<file path="src/rtl/stm_idx_gen.sv">
// Per-segment index generator: a prescaler divides CLK down to index steps and
// the index counts 0..cycle, wrapping with a one-cycle WRAP pulse.
module stm_idx_gen #(
    parameter int unsigned WIDTH = 16
) (
    input  logic             CLK,
    input  logic             RST,
    input  logic             UPDATE_SETTINGS,
    input  logic [WIDTH-1:0] CYCLE    [2],
    input  logic [WIDTH-1:0] FREQ_DIV [2],
    input  logic             SYNC_SET,
    output logic [WIDTH-1:0] IDX_OUT  [2],
    output logic             WRAP     [2]
);

    localparam logic [WIDTH-1:0] ONE = WIDTH'(1);

    logic [WIDTH-1:0] cycle_q  [2];
    logic [WIDTH-1:0] div_q    [2];
    logic [WIDTH-1:0] cnt_q    [2];

    logic [WIDTH-1:0] cnt_nxt  [2];
    logic [WIDTH-1:0] idx_nxt  [2];
    logic             wrap_nxt [2];
    logic             step     [2];

    // div_q is never 0, so div_q-1 cannot underflow; the >= compares make a
    // freshly latched smaller cycle or divider take effect on the next step.
    always_comb begin
        for (int unsigned s = 0; s < 2; s++) begin
            step[s]     = (cnt_q[s] >= (div_q[s] - ONE));
            cnt_nxt[s]  = cnt_q[s] + ONE;
            idx_nxt[s]  = IDX_OUT[s];
            wrap_nxt[s] = 1'b0;
            if (step[s]) begin
                cnt_nxt[s] = '0;
                if (IDX_OUT[s] >= cycle_q[s]) begin
                    idx_nxt[s]  = '0;
                    wrap_nxt[s] = 1'b1;
                end else begin
                    idx_nxt[s] = IDX_OUT[s] + ONE;
                end
            end
        end
    end

    always_ff @(posedge CLK) begin
        if (RST) begin
            for (int unsigned s = 0; s < 2; s++) begin
                cycle_q[s] <= '0;
                div_q[s]   <= ONE;
                cnt_q[s]   <= '0;
                IDX_OUT[s] <= '0;
                WRAP[s]    <= 1'b0;
            end
        end else begin
            for (int unsigned s = 0; s < 2; s++) begin
                if (UPDATE_SETTINGS) begin
                    cycle_q[s] <= CYCLE[s];
                    div_q[s]   <= (FREQ_DIV[s] == '0) ? ONE : FREQ_DIV[s];
                end
                if (SYNC_SET) begin
                    cnt_q[s]   <= '0;
                    IDX_OUT[s] <= '0;
                    WRAP[s]    <= 1'b0;
                end else begin
                    cnt_q[s]   <= cnt_nxt[s];
                    IDX_OUT[s] <= idx_nxt[s];
                    WRAP[s]    <= wrap_nxt[s];
                end
            end
        end
    end

endmodule

</file>
<file path="config.mk">
export PLATFORM = sky130hd
export DESIGN_NAME = stm_idx_gen
export DESIGN_NICKNAME = d
export VERILOG_FILES = /design/src/rtl/stm_idx_gen.sv
export SDC_FILE = /design/constraint.sdc
export NUM_CORES = 1
export LEC_CHECK = 0
export CORE_UTILIZATION = 51
export CTS_CLUSTER_DIAMETER = 60
export CTS_CLUSTER_SIZE = 40
export DETAILED_ROUTE_END_ITERATION = 7
export HOLD_SLACK_MARGIN = 0.15
export PLACE_DENSITY = 0.87
export SLEW_MARGIN = 40
export SYNTH_ARGS = -nofsm -noshare
export SYNTH_HDL_FRONTEND = slang
export SYNTH_SLANG_ARGS = --single-unit
</file>
<file path="constraint.sdc">
create_clock -name CLK -period 3.6 [get_ports CLK]
set_input_delay 1.08 -clock CLK [delete_from_list [all_inputs] [get_ports CLK]]
set_output_delay 1.08 -clock CLK [all_outputs]
set_load 0.01 [all_outputs]
</file>
**After elaboration in Yosys (flattened, before gate mapping)**

Memories as Yosys holds them, arrays and structs flattened.
Cells that the tools add are included.

- RAM bits: 96
- Output and inout bits: 34
- Latch bits: 0
- Memories kept: 3
- Register bits: 34
- ROM bits: 0
- Input port bits: 68

- Reduce and logical (&&, ||, !) cells: 5
- $lt $le $gt $ge: 4
- Shift operators: 0
- Eq/ne operators: 0
- Div/mod/pow operators: 0
- Multipliers: 0
- Muxes and demuxes: 27
- $add $sub $neg: 6
- Bitwise gates (word level): 10

Memories:

| memory | depth | bits a word | rd ports | clocked after memory_dff | write ports | line | source |
|---|---|---|---|---|---|---|---|
| cnt_q | 2 | 16 | 2 | 0 | 2 | 20 | `logic [WIDTH-1:0] cnt_q [2];` |
| cycle_q | 2 | 16 | 2 | 0 | 2 | 18 | `logic [WIDTH-1:0] cycle_q [2];` |
| div_q | 2 | 16 | 2 | 0 | 2 | 19 | `logic [WIDTH-1:0] div_q [2];` |

Operator list:

| cell | count |
|---|---|
| 16-bit 2-to-1 mux | 14 |
| 16-bit by 1-bit adder with 16-bit output (second input constant) | 4 |
| 16-bit >= comparator | 4 |
| 16-bit logical NOT | 2 |
| 16-bit by 1-bit subtractor with 16-bit output (second input constant) | 2 |
| 1-bit 2-to-1 mux | 13 |
| 1-bit bitwise OR | 8 |
| 3-bit OR reduction | 2 |
| 1-bit NOT | 2 |
| 2-bit OR reduction | 1 |

**Logic depth before layout (Yosys ltp)**

Gate-level depths: netlist of run 1.

- Word-level depth: 5
- Depth in mapped cells: 16
- Mapped depth without buffers: 14

**Worst setup path before layout of run 1**

OpenSTA, ideal clock, no wires.

- Path type: reg-to-reg
- From: memory div_q[1][3], in the netlist div_q[0][19]
- To: memory cnt_q[1][10], data pin
- Library setup time: 0.266 ns
- Data arrival time: 3.536 ns
- Required time: 3.334 ns
- Stages on the path, launching flop included: 14
- Setup slack: -0.202 ns
- Path through: edfxtp_1 nor4_1 nand2_1 nor4_1 or3b_1 xor2_1 ha_1 nand4_1 a211oi_1 nand2_1 o211ai_1 clkbuf_1 clkbuf_1 nor2_1

RTL lines:

| what | line |
|---|---|
| start: declaration | 19 |
| end: declaration | 20 |

==> results.md, run 1 <==
- The ratio of cells with drive above 1 in the final layout is 8.378%.
- The TritonCTS clock tree is built.
- In the synthesized netlist the async set-or-reset flop fraction comes to 0%.
- The synthesized design contains 96 enable-type register cells.
- The dominant combinational cell family by area after synthesis is simple AND/OR/NAND/NOR gates.
- The count of input and output buffers is 101.
- The checks that failed: DRC.
- Measured along the y axis, the die boundary spans 125.2 µm.
- The area fraction of the dominant cell type after synthesis is 37.25%.
- For this block, the routed nets add up to 17320 µm of wire.
- The routed layout has 6226 vias.
- The area added between synthesis and finish is 27.29%.
- The critical-path maximum fanout is 15.
- The combined flip-flop and latch cell area is 3563 µm².
- The slowest cell on the critical path is sky130_fd_sc_hd__or4_4.
- After detailed routing, the number of vias per cell comes to 5.584.
- The clock reaches the later pin of the worst-skew pair after 0.42 ns.
- After routing the design area is 9852 µm².
- The initial antenna violation count came to 2.
- The flip-flop and latch count after synthesis is 130.
- Global routing consumed, over all layers together, 22.90% of the routing resources.
- For the pin with the worst max-slew slack, the measured transition is 0.6180 ns.
- The clock sink count is 130.
- The first global-routing pass estimated 28410 µm of wire.
- Dividing the detail-routed wire length by the instance count gives 15.53 µm.
- The largest single stage delay on the critical path is 0.50 ns.
- The width of the die is 125.2 µm.
- In the synthesized netlist, mux cells make up 0% of the area.
- The number of clock buffers added by TritonCTS is 17.
- The relative max-transition margin is 58.71%.
- The design draws 3.965 mW.
- In the final design database the tool counted 1056 nets.
- The placement-stage worst setup slack is -0.04395 ns.
- The most numerous cell type found on the critical path is sky130_fd_sc_hd__nor2_1.
- The share of synthesized area occupied by flip-flops and latches is 46.04%.
- The number of pins exceeding their max-slew limit in the final report is 0.
- After clock tree synthesis, the clock-pin slew on the worst setup and hold paths is 0.06 ns.
- At the end of routability-driven placement, the weighted congestion stood at 0.8312.
- Ranked by total cell area, the synthesized netlist is headed by sky130_fd_sc_hd__edfxtp_1 (37%), sky130_fd_sc_hd__ha_1 (11%), sky130_fd_sc_hd__dfxtp_1 (8.8%).
- The data arrival time of the critical path is 3.71 ns.
- The final setup violation count is 0.
- The cell sitting at the root of the clock tree is a sky130_fd_sc_hd__clkbuf_16.
- The critical path goes through nor4_4 -> nand2_2 -> or4_4 -> nor2_1 -> xnor2_1 -> ha_1 -> a221o_1 -> a31oi_1 -> o21ai_0 -> a21oi_2 -> buf_12 -> nand2_1 -> buf_4 -> nor2_1.
- The number of antenna diodes in the final layout is 0.
- The number of global-route vias before repair is 6081.
- Yosys printed 0 warnings.
- The post-synthesis compound-gate area fraction is 10.15%.
- The fmax is 291.7 MHz.
- The die area is 15670 µm².
- The worst-case IR drop observed on VDD is 378.7 µV.
- The biggest area consumer among synthesized cells is sky130_fd_sc_hd__edfxtp_1.
- After Yosys synthesis, XOR and XNOR cells account for 5.884% of the synthesized area.
- By instance count, the leading cell after synthesis is sky130_fd_sc_hd__edfxtp_1.
- Synthesis handed over a netlist of 766 instances.
- The launching element type of the critical path is a register.
- The final worst clock skew is 0.007093 ns.
- For this run the aggregate overflow at the end of global routing stands at 0.
- The worst path meets setup with 0.1716 ns of slack.
- The nature of the critical path endpoint is a register.
- The final critical path takes up 95.23% of the cycle.
- The class of the tightest hold or removal check is register to register.
- The mapped netlist covers 7740 µm².
- After Yosys synthesis, and, or, nand and nor cells account for 23.17% of the synthesized area.
- Entering global routing, the biggest net connects 65 pins.
- In this run the static leakage power is 3.877 nW.
- At the worst endpoint, the required time is 3.88 ns.
- The detailed-routing iteration count for the pre-antenna-repair pass is 8.
- The smallest clock period supported by the final layout is computed as 3.428 ns.
- Ranked by instance count, the synthesized netlist is headed by sky130_fd_sc_hd__edfxtp_1 (96), sky130_fd_sc_hd__ha_1 (70), sky130_fd_sc_hd__and2_1 (63).
- The total area inside the core boundary comes to 14640 µm².
- In this run the core area contains 44 standard-cell rows.
- The H-tree generated during clock tree synthesis spans 4 levels.
- The count of final hold-check violations came to 0.
- The combined area of the multi-input logic cells is 4093 µm².
- In this run the power density over the cells is 402.5 nW/µm².
- Fill cells in the final layout number 1089.
- The first-iteration detailed-routing DRC count is 438.
- The detailed-route DRC error count is 8.
- The start-to-end type of the worst setup path is register to register.
- The number of top-level pins is 102.
- The post-route antenna net violation count is 0.
- The most used flip-flop cell after synthesis is sky130_fd_sc_hd__edfxtp_1.
- The average cell area after synthesis is 10.10 µm².
- Summing all placed instances gives a cell area of 9154 µm².
- The clock tree buffer depth is 2.
- The flow ran to the end, but the final reports show violations.
- Once detailed placement completed, the half-perimeter wirelength came to 12390 µm.
- Across the run, the number of max-cap violations was 0.
- The fraction of the mapped netlist area in adder cells is 11.32%.
- Once the floorplan was initialized, standard cells occupied 52.85% of the core.
- The number of distinct library cell variants in the gate-level netlist after synthesis is 54.
routing by layer:
layer	GRT usage, %	wire length, µm	up-vias	share of wire, %
met3	6.932	1134	21	6.5
met5	0	13	-	0.075
met4	7.604	268	2	1.5
met1	28.11	7500	2917	43
met2	38.45	8401	198	49
li1	-	-	3088	-
power breakdown:
| part | internal (mW) | switching [mW] | total (mW) |
|---|---|---|---|
| logic | 0.264 | 0.269 | 0.534 |
| clock network | 0.967 | 0.694 | 1.66 |
| registers | 1.70 | 0.0695 | 1.77 |
logic make-up (layout without fill, tap and decap cells):
| kind of cell | count (synthesis) | in the layout |
|---|---|---|
| simple gates | 329 | 329 |
| flops | 130 | 130 |
| compound gates | 118 | 118 |
| fa+ha+maj | 70 | 70 |
| buf+inv | 66 | 200 |
| xor+xnor | 52 | 52 |
| other cells | 1 | 32 |
placed cells by master, fill, tap and decap left out, drive strengths merged, types with 4 or more instances in the layout:
cell type,n
nor4,18
clkdlybuf4s50,101
o22ai,8
nand3,21
or2,8
dfxtp,34
buf,22
or3,16
xnor2,24
and3,23
edfxtp,96
and2,63
a21o,11
nand2,56
nor2,53
nand2b,8
a211oi,4
o211ai,4
a31oi,6
a22o,5
clkbuf,18
or4,9
nand4,19
nor3,18
a21oi,31
ha,70
inv,55
a2111oi,4
xor2,28
a32oi,4
nor4b,6
conb,32
o21ai,26
through the flow:
step	setup TNS, ns	utilization, %	hold WS (ns)	cells
floorplan	0	-	0.5198	797
global placement	0	62.47	0.5116	1075
detailed placement	-0.4276	62.51	0.5240	1075
CTS	0	66.40	0.5354	1107
global route	-0.04086	67.28	0.5594	1115
finish	0	67.28	0.5438	1115
final cells by class:
type	instances	area share, %
tap	184	2.337
sequential	130	36.17
inverter	44	1.676
clock buffer	17	4.318
timing repair buffer	124	12.52
multi-input combinational	601	41.54
clock inverter	15	1.435
final timing paths:
check | startpoint | end | slack [ns] | depth (start not counted)
setup / recovery | div_q[0][5]$_SDFFCE_PP0P_ | cnt_q[0][12]$_SDFFCE_PP0P_ | 0.17 | 14
hold / removal | IDX_OUT[31]$_SDFFE_PN0P_ | IDX_OUT[31]$_SDFFE_PN0P_ | 0.54 | 2
setup reg to reg | div_q[0][5]$_SDFFCE_PP0P_ | cnt_q[0][12]$_SDFFCE_PP0P_ | 0.17 | 14
hold reg to reg | IDX_OUT[31]$_SDFFE_PN0P_ | IDX_OUT[31]$_SDFFE_PN0P_ | 0.54 | 2
critical path, delay by kind of cell, from the launching register on:
family | cells | cell delay (ns)
simple gates | 6 | 1.27
buf+inv | 2 | 0.36
fa+ha+maj | 1 | 0.27
xor+xnor | 1 | 0.14
compound gates | 4 | 0.80
flops | 1 | 0.44
state kept, by name (all words and copies together), names as in the netlist:
register	count
cycle_q	32
WRAP	2
div_q	32
cnt_q	32
IDX_OUT	32
repair_timing:
action,4_1_cts,5_1_grt
setup endpoints to repair,29,58
resized for setup,1,13
setup buffers,0,6
hold buffers,0,0
cloned,0,2
pin swaps,0,3
(Power assumes the default switching activity.)
==> run 2: changes to the inputs <==
clock period = 3 ns   (was 3.6 ns; I/O delays follow)
==> run 2 against run 1 <==
Against the previous run:
- the run ends with setup timing left
- routed wire length rose by 25%
- maximum frequency fell by 2.1%
- worst hold slack improved by 0.014 ns
- critical path type unchanged
- first-iteration DRC count rose by 24%
- via count rose by 11%
- largest power group unchanged
- die area did not move
==> results.md, run 2 (synthesized netlist as in run 1, its figures left out) <==
- The flow ran to the end, but the final reports show violations.
- The final reports fail on setup timing.
- The overall routed net length is 21630 µm (+25%).
- The fmax came to 285.5 MHz (-2.1%).
- The start-to-end type of the worst setup path is register to register.
- The final setup violation count is 66 (+66).
- The launching element type of the critical path is a register.
- The internal power consumption is 3.740 mW (+28%).
- The clock transition at the registers of the reported paths is 0.06 ns (about the same).
- The TritonCTS clock tree is built.
- The number of cells on the worst reg-to-reg path is 14 (unchanged).
- The all-layer global routing usage is 24.80% (+1.9 points).
- The final net count is 1100 (+4.2%).
- The detailed-routing iteration count for the pre-antenna-repair pass is 5 (-3).
- The setup slack of the worst register-to-register path came to -0.50 ns (-0.67 ns).
- The critical path ends at IDX_OUT[11]$_SDFFE_PN0P_.
- The smallest setup slack after layout is -0.5026 ns (-0.6743 ns).
- The logic gate share of total power is 16.7% (+3.2 points).
- The die area is 15670 µm² (unchanged).
- The critical-path maximum fanout was 5 (-10).
- The starting utilization of the core area is 52.85% (unchanged).
- The critical path goes through nor4_4 -> nand2_2 -> nor4_4 -> or3b_1 -> xor2_1 -> ha_1 -> nand4_1 -> a211oi_2 -> nand2_1 -> o211ai_1 -> buf_4 -> buf_6 -> o21ai_1 -> a22o_1.
- The maximum vdd ir drop was 394.7 µV (+4.2%).
- Leaving out fill and tap cells, the most frequent cells in the layout are sky130_fd_sc_hd__clkdlybuf4s50_1 (101), sky130_fd_sc_hd__edfxtp_1 (96), sky130_fd_sc_hd__ha_1 (69).
- The number of maximum-capacitance violations came to 0 (unchanged).
- The root buffer selected by CTS is sky130_fd_sc_hd__clkbuf_16.
- The final setup TNS is -26.96 ns (-26.96 ns).
- The row count is 44 (unchanged).
- The number of global-route vias before repair is 6664 (+9.6%).
- The number of vias per cell after detailed routing came to 5.988 (+7.2%).
- The number of pins exceeding their max-slew limit in the final report is 0 (unchanged).
- Setup repair after global routing could not meet its margin everywhere.
- The power per standard cell area is 475.2 nW/µm² (+18%).
- The count of antenna diodes in the layout is 0 (unchanged).
- The number of buffer and inverter instances along the worst setup path was 2 (unchanged).
- The placed standard-cell area is 9408 µm² (+2.8%).
- The required time of the critical path is 3.33 ns (-0.55 ns).
- The total CTS buffers is 17 (unchanged).
- The slowest cell on the critical path is sky130_fd_sc_hd__edfxtp_1.
- The final global-route overflow total is 0 (unchanged).
- The launch instance of the worst register-to-register path is div_q[0][18]$_SDFFCE_PP0P_.
- The clock latency reported for the late side of the worst-skew pair was 0.44 ns (+0.02 ns).
- The count of input and output buffers is 101 (unchanged).
- The pin slew with the least headroom to its limit was 0.7638 ns (+0.1458 ns).
- The core region area is 14640 µm² (unchanged).
- The class of the tightest hold or removal check is register to register.
- The first-iteration detailed-routing DRC count was 543 (+24%).
- The detailed-route DRC error count came to 0 (-8).
- The ratio of cells with drive above 1 in the final layout is 18.26% (+9.9 points).
- The number of top-level pins is 102 (unchanged).
- Leaving out fill and tap cells, the most frequent cell in the layout is sky130_fd_sc_hd__clkdlybuf4s50_1.
- The net switching component of the power is 1.309 mW (+27%).
- The share of total power in sequential cells is 42.1% (-2.5 points).
- The critical path depth in cells is 14 (unchanged).
- The clock sink count is 130 (unchanged).
- In this run the worst setup path begins at div_q[0][18]$_SDFFCE_PP0P_.
- In this design, the critical path's most frequently occurring cell is sky130_fd_sc_hd__nor4_4.
- The clock tree buffer depth came to 2 (unchanged).
- The final critical-path required period was 3.503 ns (+0.07427 ns).
- The design area is 10630 µm² (+7.8%).
- The first-pass GRT wire length was 30940 µm (+8.9%).
- The worst setup path is captured at a register.
- The largest net degree at the start of global routing is 38 (-42%).
- The weighted congestion reported at the end of routability-driven placement is 0.7937 (-4.5%).
- The total via count in the routed design was 6940 (+11%).
- The number of H-tree levels is 4 (unchanged).
- The longest individual stage delay on the worst path is 0.44 ns (-0.06 ns).
- From synthesis to final layout, the design area changed by 37.28%.
- The post-route antenna net violation count came to 0 (unchanged).
- The average wire per standard cell is 18.66 µm (+20%).
- The detailed-placement wirelength estimate was 12380 µm (about the same).
- The fraction of power spent switching nets is 25.92% (-0.14 points).
- The data arrival time of the critical path came to 3.83 ns (+0.12 ns).
- The final worst clock skew came to 0.01493 ns (+0.007836 ns).
- The critical path's top delay family is simple AND/OR/NAND/NOR gates.
- The part of the total power dissipated in the clock network was 41.2% (-0.7 points).
- The initial antenna violation count came to 0 (-2).
- The endpoint of the lowest-slack register-to-register path is IDX_OUT[11]$_SDFFE_PN0P_.
- The static leakage came to 4.199 nW (+8.3%).
- The overall die height was 125.2 µm (unchanged).
- The width of the die came to 125.2 µm (unchanged).
- The relative max-transition margin is 47.76% (-11 points).
- The final worst-path cycle share was 116.8% (+22 points).
- The count of final hold-check violations is 0 (unchanged).
## run 2: cell count changes in the layout (fill, tap and decap cells not counted), moves of 5 or more
cell                      before  now
sky130_fd_sc_hd__nor2_1       52   31
sky130_fd_sc_hd__nor2_4        0   19
sky130_fd_sc_hd__o22ai_1       8    1
sky130_fd_sc_hd__inv_6         6    0
sky130_fd_sc_hd__o21ai_2       0   11
sky130_fd_sc_hd__buf_4        18   57
sky130_fd_sc_hd__o22ai_2       0    7
sky130_fd_sc_hd__nor3_1       17   12
sky130_fd_sc_hd__o21ai_1      16    7
## run 2: per-layer routing
layer / part of all wire, % / vias up / global-route usage (%)
li1: - / 3167 / -
met1: 37 / 3306 / 27.52
met2: 52 / 375 / 44.36
met3: 6.9 / 92 / 5.392
met4: 4.6 / 0 / 13.34
met5: 0 / - / 0
## run 2: how the worst min path moves through the flow
stage / startpoint / endpoint / slack [ns] / cells after the start
2_1_floorplan: IDX_OUT[14]$_SDFFE_PN0P_ / IDX_OUT[14]$_SDFFE_PN0P_ / 0.52 / 2
3_5_place_dp: IDX_OUT[14]$_SDFFE_PN0P_ / IDX_OUT[14]$_SDFFE_PN0P_ / 0.52 / 2
5_1_grt: IDX_OUT[15]$_SDFFE_PN0P_ / IDX_OUT[15]$_SDFFE_PN0P_ / 0.59 / 1
3_3_place_gp: IDX_OUT[21]$_SDFFE_PN0P_ / IDX_OUT[21]$_SDFFE_PN0P_ / 0.51 / 2
6_report: IDX_OUT[14]$_SDFFE_PN0P_ / IDX_OUT[14]$_SDFFE_PN0P_ / 0.56 / 2
4_1_cts: IDX_OUT[14]$_SDFFE_PN0P_ / IDX_OUT[14]$_SDFFE_PN0P_ / 0.53 / 2
## run 2: timing repair
action / in CTS / in global routing
setup buffers: 9 / 10
resized for setup: 55 / 58
gates cloned: 2 / 1
pin swaps: 23 / 40
setup endpoints to repair: 66 / 66
hold buffers: 0 / 0
## run 2: layout make-up
cell class,count,area [µm²]
multi-input combinational,601,4499
inverter,44,165.2
sequential,130,3563
clock inverter,12,140.1
fill,865,4019
clock buffer,20,436.7
tap,184,230.2
timing repair buffer,168,1590
## run 2: power by group through the flow
stage / clock network, mW / logic (mW) / registers (mW)
6_report: 2.08 / 0.841 / 2.13
5_1_grt: 2.16 / 0.908 / 2.14
4_1_cts: 2.06 / 0.725 / 2.11
3_5_place_dp: 0 / 0.647 / 2.15
3_3_place_gp: 0 / 0.619 / 2.14
2_1_floorplan: 0 / 0.397 / 2.14
## run 2: per-stage QoR
stage | hold slack (ns) | utilization, % | power, mW | std cells | setup slack, ns
6_report | 0.5579 | 72.56 | 5.049 | 1159 | -0.5026
5_1_grt | 0.5886 | 72.56 | 5.200 | 1159 | -0.6797
4_1_cts | 0.5347 | 70.18 | 4.897 | 1149 | -0.2333
3_5_place_dp | 0.5231 | 64.24 | 2.797 | 1106 | -0.3366
3_3_place_gp | 0.5144 | 64.24 | 2.763 | 1106 | -0.1350
2_1_floorplan | 0.5198 | - | 2.534 | 797 | -0.3801
## run 2: worst min-delay path, cell delays in order (launching register included)
cell                        delay, ns
sky130_fd_sc_hd__dfxtp_1         0.36
sky130_fd_sc_hd__nand2_1         0.09
sky130_fd_sc_hd__o2bb2ai_1       0.06
==> run 3: changes to the inputs <==
TNS_END_PERCENT = 30   (was default)
==> run 3 against run 2 <==
Against the previous run:
- flip-flop and latch count unchanged
- non-clock buffer count increased by 3
- via count decreased by 4.0%
- critical path type unchanged
- register-to-register slack improved by 0.22 ns
- the run ends with DRC, setup timing left
==> results.md, run 3 (synthesized netlist as in run 1, its figures left out) <==
- The longest individual stage delay on the worst path is 0.43 ns (about the same).
- The area added between synthesis and finish is 37.12%.
- The weighted congestion reported at the end of routability-driven placement is 0.8132 (+2.5%).
- The relative max-transition margin came to 59.60% (+12 points).
- The final critical-path required period came to 3.288 ns (-0.2151 ns).
- The number of vias per cell after detailed routing is 5.727 (-4.4%).
- The number of pins exceeding their max-slew limit in the final report is 0 (unchanged).
- The count of input and output buffers came to 101 (unchanged).
- The checks that failed: DRC, setup timing.
- The overall routed net length was 19780 µm (-8.6%).
- The library cell used most frequently in the layout, excluding fill and tap cells, is sky130_fd_sc_hd__clkdlybuf4s50_1.
- The average wire per standard cell is 17.01 µm (-8.9%).
- The number of maximum-capacitance violations is 0 (unchanged).
- The clock tree buffer depth is 2 (unchanged).
- The critical path goes through nor4_4 -> nand2_1 -> or3_4 -> buf_4 -> nor3_2 -> xnor2_1 -> ha_1 -> nand4_1 -> a211oi_2 -> nand2_1 -> o211ai_1 -> buf_4 -> buf_6 -> o21ai_2 -> a22o_1.
- The final worst clock skew is 0.009303 ns (-0.005626 ns).
- The total via count in the routed design is 6661 (-4.0%).
- The number of top-level pins came to 102 (unchanged).
- The cell family contributing the most delay on the critical path is simple AND/OR/NAND/NOR gates.
- The post-route antenna net violation count is 0 (unchanged).
- The clock transition at the registers of the reported paths was 0.06 ns (about the same).
- The total instance count after detailed placement came to 1109 (+0.27%).
- The pin slew with the least headroom to its limit is 0.5907 ns (-0.1732 ns).
- The class of the tightest hold or removal check is register to register.
- The width of the die came to 125.2 µm (unchanged).
- Setup repair after global routing could not meet its margin everywhere.
- The total CTS buffers was 17 (unchanged).
- The initial antenna violation count came to 1 (+1).
- The row count was 44 (unchanged).
- The largest net degree at the start of global routing came to 65 (+71%).
- The start-to-end type of the worst setup path is register to register.
- The final-layout fill cell count is 973 (+12%).
- The detailed-routing iteration count for the pre-antenna-repair pass is 7 (+2).
- The clock sink count came to 130 (unchanged).
- The fmax was 304.2 MHz (+6.5%).
- The count of final hold-check violations is 0 (unchanged).
- The final cell count without fillers is 1163 (+0.35%).
- The slowest cell on the critical path is sky130_fd_sc_hd__edfxtp_1.
- The maximum vdd ir drop came to 412.3 µV (+4.5%).
- The number of H-tree levels is 4 (unchanged).
- The number of buffer and inverter instances along the worst setup path was 3 (+1).
- The clock latency reported for the late side of the worst-skew pair is 0.43 ns (about the same).
- The count of antenna diodes in the layout is 0 (unchanged).
- The final setup violation count is 66 (unchanged).
- The ratio of cells with drive above 1 in the final layout was 18.49% (+0.23 points).
- In the layout the commonest cells are sky130_fd_sc_hd__clkdlybuf4s50_1 (101), sky130_fd_sc_hd__edfxtp_1 (96), sky130_fd_sc_hd__ha_1 (70).
- The placement-stage worst setup slack is -0.5635 ns (-0.2269 ns).
- The static leakage is 4.201 nW (about the same).
- The die area is 15670 µm² (unchanged).
- The final global-route overflow total is 0 (unchanged).
- The run finished, with violations left.
- The smallest setup slack after layout is -0.2876 ns (+0.2151 ns).
- The final setup TNS came to -15.20 ns (+11.76 ns).
- The final worst-path cycle share came to 109.6% (-7.2 points).
- The all-layer global routing usage came to 26.40% (+1.6 points).
- The first-pass GRT wire length is 32350 µm (+4.6%).
- The final net count came to 1104 (+0.36%).
- The overall die height is 125.2 µm (unchanged).
- TritonCTS built the clock tree.
- The detailed-placement wirelength estimate is 13020 µm (+5.1%).
- The required time of the critical path is 3.32 ns (about the same).
- The data arrival time of the critical path is 3.61 ns (-0.22 ns).
- In this run the clock root is driven by a sky130_fd_sc_hd__clkbuf_16.
- The critical-path maximum fanout is 5 (unchanged).
- The starting utilization of the core area is 52.85% (unchanged).
- The power per standard cell area is 476.4 nW/µm² (+0.25%).
- The core region area is 14640 µm² (unchanged).
- The number of global-route vias before repair was 6682 (+0.27%).
- The detailed-route DRC error count came to 10 (+10).
- STA classifies the critical path endpoint as a register.
- The first-iteration detailed-routing DRC count is 472 (-13%).
- STA classifies the critical path startpoint as a register.
run 3: cell count changes in the layout (fill, tap and decap cells not counted), moves of 5 or more:
cell	previous run	this run
sky130_fd_sc_hd__a21oi_2	1	6
sky130_fd_sc_hd__nor2_1	31	36
sky130_fd_sc_hd__a21oi_1	29	24
sky130_fd_sc_hd__o22ai_1	1	6
sky130_fd_sc_hd__nor2_4	19	10
sky130_fd_sc_hd__o22ai_2	7	2
run 3: repair_timing:
item / in CTS / in global routing
setup endpoints to repair: 66 / 66
hold buffers: 0 / 0
pin swaps: 55 / 22
hold endpoints to repair: 0 / 0
gates cloned: 5 / 0
setup buffers: 16 / 3
gates resized for setup: 77 / 19
run 3: cell type report:
cell class              count  area, µm²  share of cell area [%]
inverters                  44      165.2                   1.556
repair buffers            171       1612                   15.19
well taps                 184      230.2                   2.169
clock buffers              21      471.7                   4.445
multi-input cells         602       4444                   41.88
clock inverters            11      126.4                   1.191
flip-flops and latches    130       3563                   33.58
run 3: worst register-to-register path, delay by kind of cell (launching register included):
kind                       cells  cell delay [ns]
and+or+nand+nor                6             1.19
AOI/OAI and AO/OA              4             0.70
buffers and inverters          3             0.47
DFF                            1             0.43
adders and majority gates      1             0.29
xor gates and xnor gates       1             0.11
run 3: report_power, final:
part | leakage (nW) | total [mW] | internal (mW) | switching, mW
Combinational | 2.62 | 0.827 | 0.416 | 0.412
Clock | 0.297 | 2.11 | 1.30 | 0.807
Sequential | 1.29 | 2.12 | 2.04 | 0.0820
run 3: stage by stage:
step	utilization, %	power (mW)	area [µm²]	hold WS, ns
3_3_place_gp	64.35	2.786	9424	0.5250
2_1_floorplan	-	2.518	7898	0.5198
4_1_cts	71.68	5.015	10500	0.5331
3_5_place_dp	64.39	2.818	9429	0.5216
6_report	72.47	5.056	10610	0.5377
5_1_grt	72.47	5.242	10610	0.5803
run 3: path summary, 6_finish.rpt:
check	startpoint	end	slack (ns)	depth (start not counted)
setup / recovery	div_q[0][18]$_SDFFCE_PP0P_	IDX_OUT[12]$_SDFFE_PN0P_	-0.29	15
hold reg to reg	IDX_OUT[10]$_SDFFE_PN0P_	IDX_OUT[10]$_SDFFE_PN0P_	0.54	2
setup reg to reg	div_q[0][18]$_SDFFCE_PP0P_	IDX_OUT[12]$_SDFFE_PN0P_	-0.29	15
hold / removal	IDX_OUT[10]$_SDFFE_PN0P_	IDX_OUT[10]$_SDFFE_PN0P_	0.54	2
run 3: metal layers:
metal	GRT usage [%]	up-vias	share of wire (%)
li1	-	3171	-
met1	31.44	3136	40
met2	44.40	289	50
met3	6.675	63	7.0
met4	13.34	2	3.5
met5	0	-	0.086
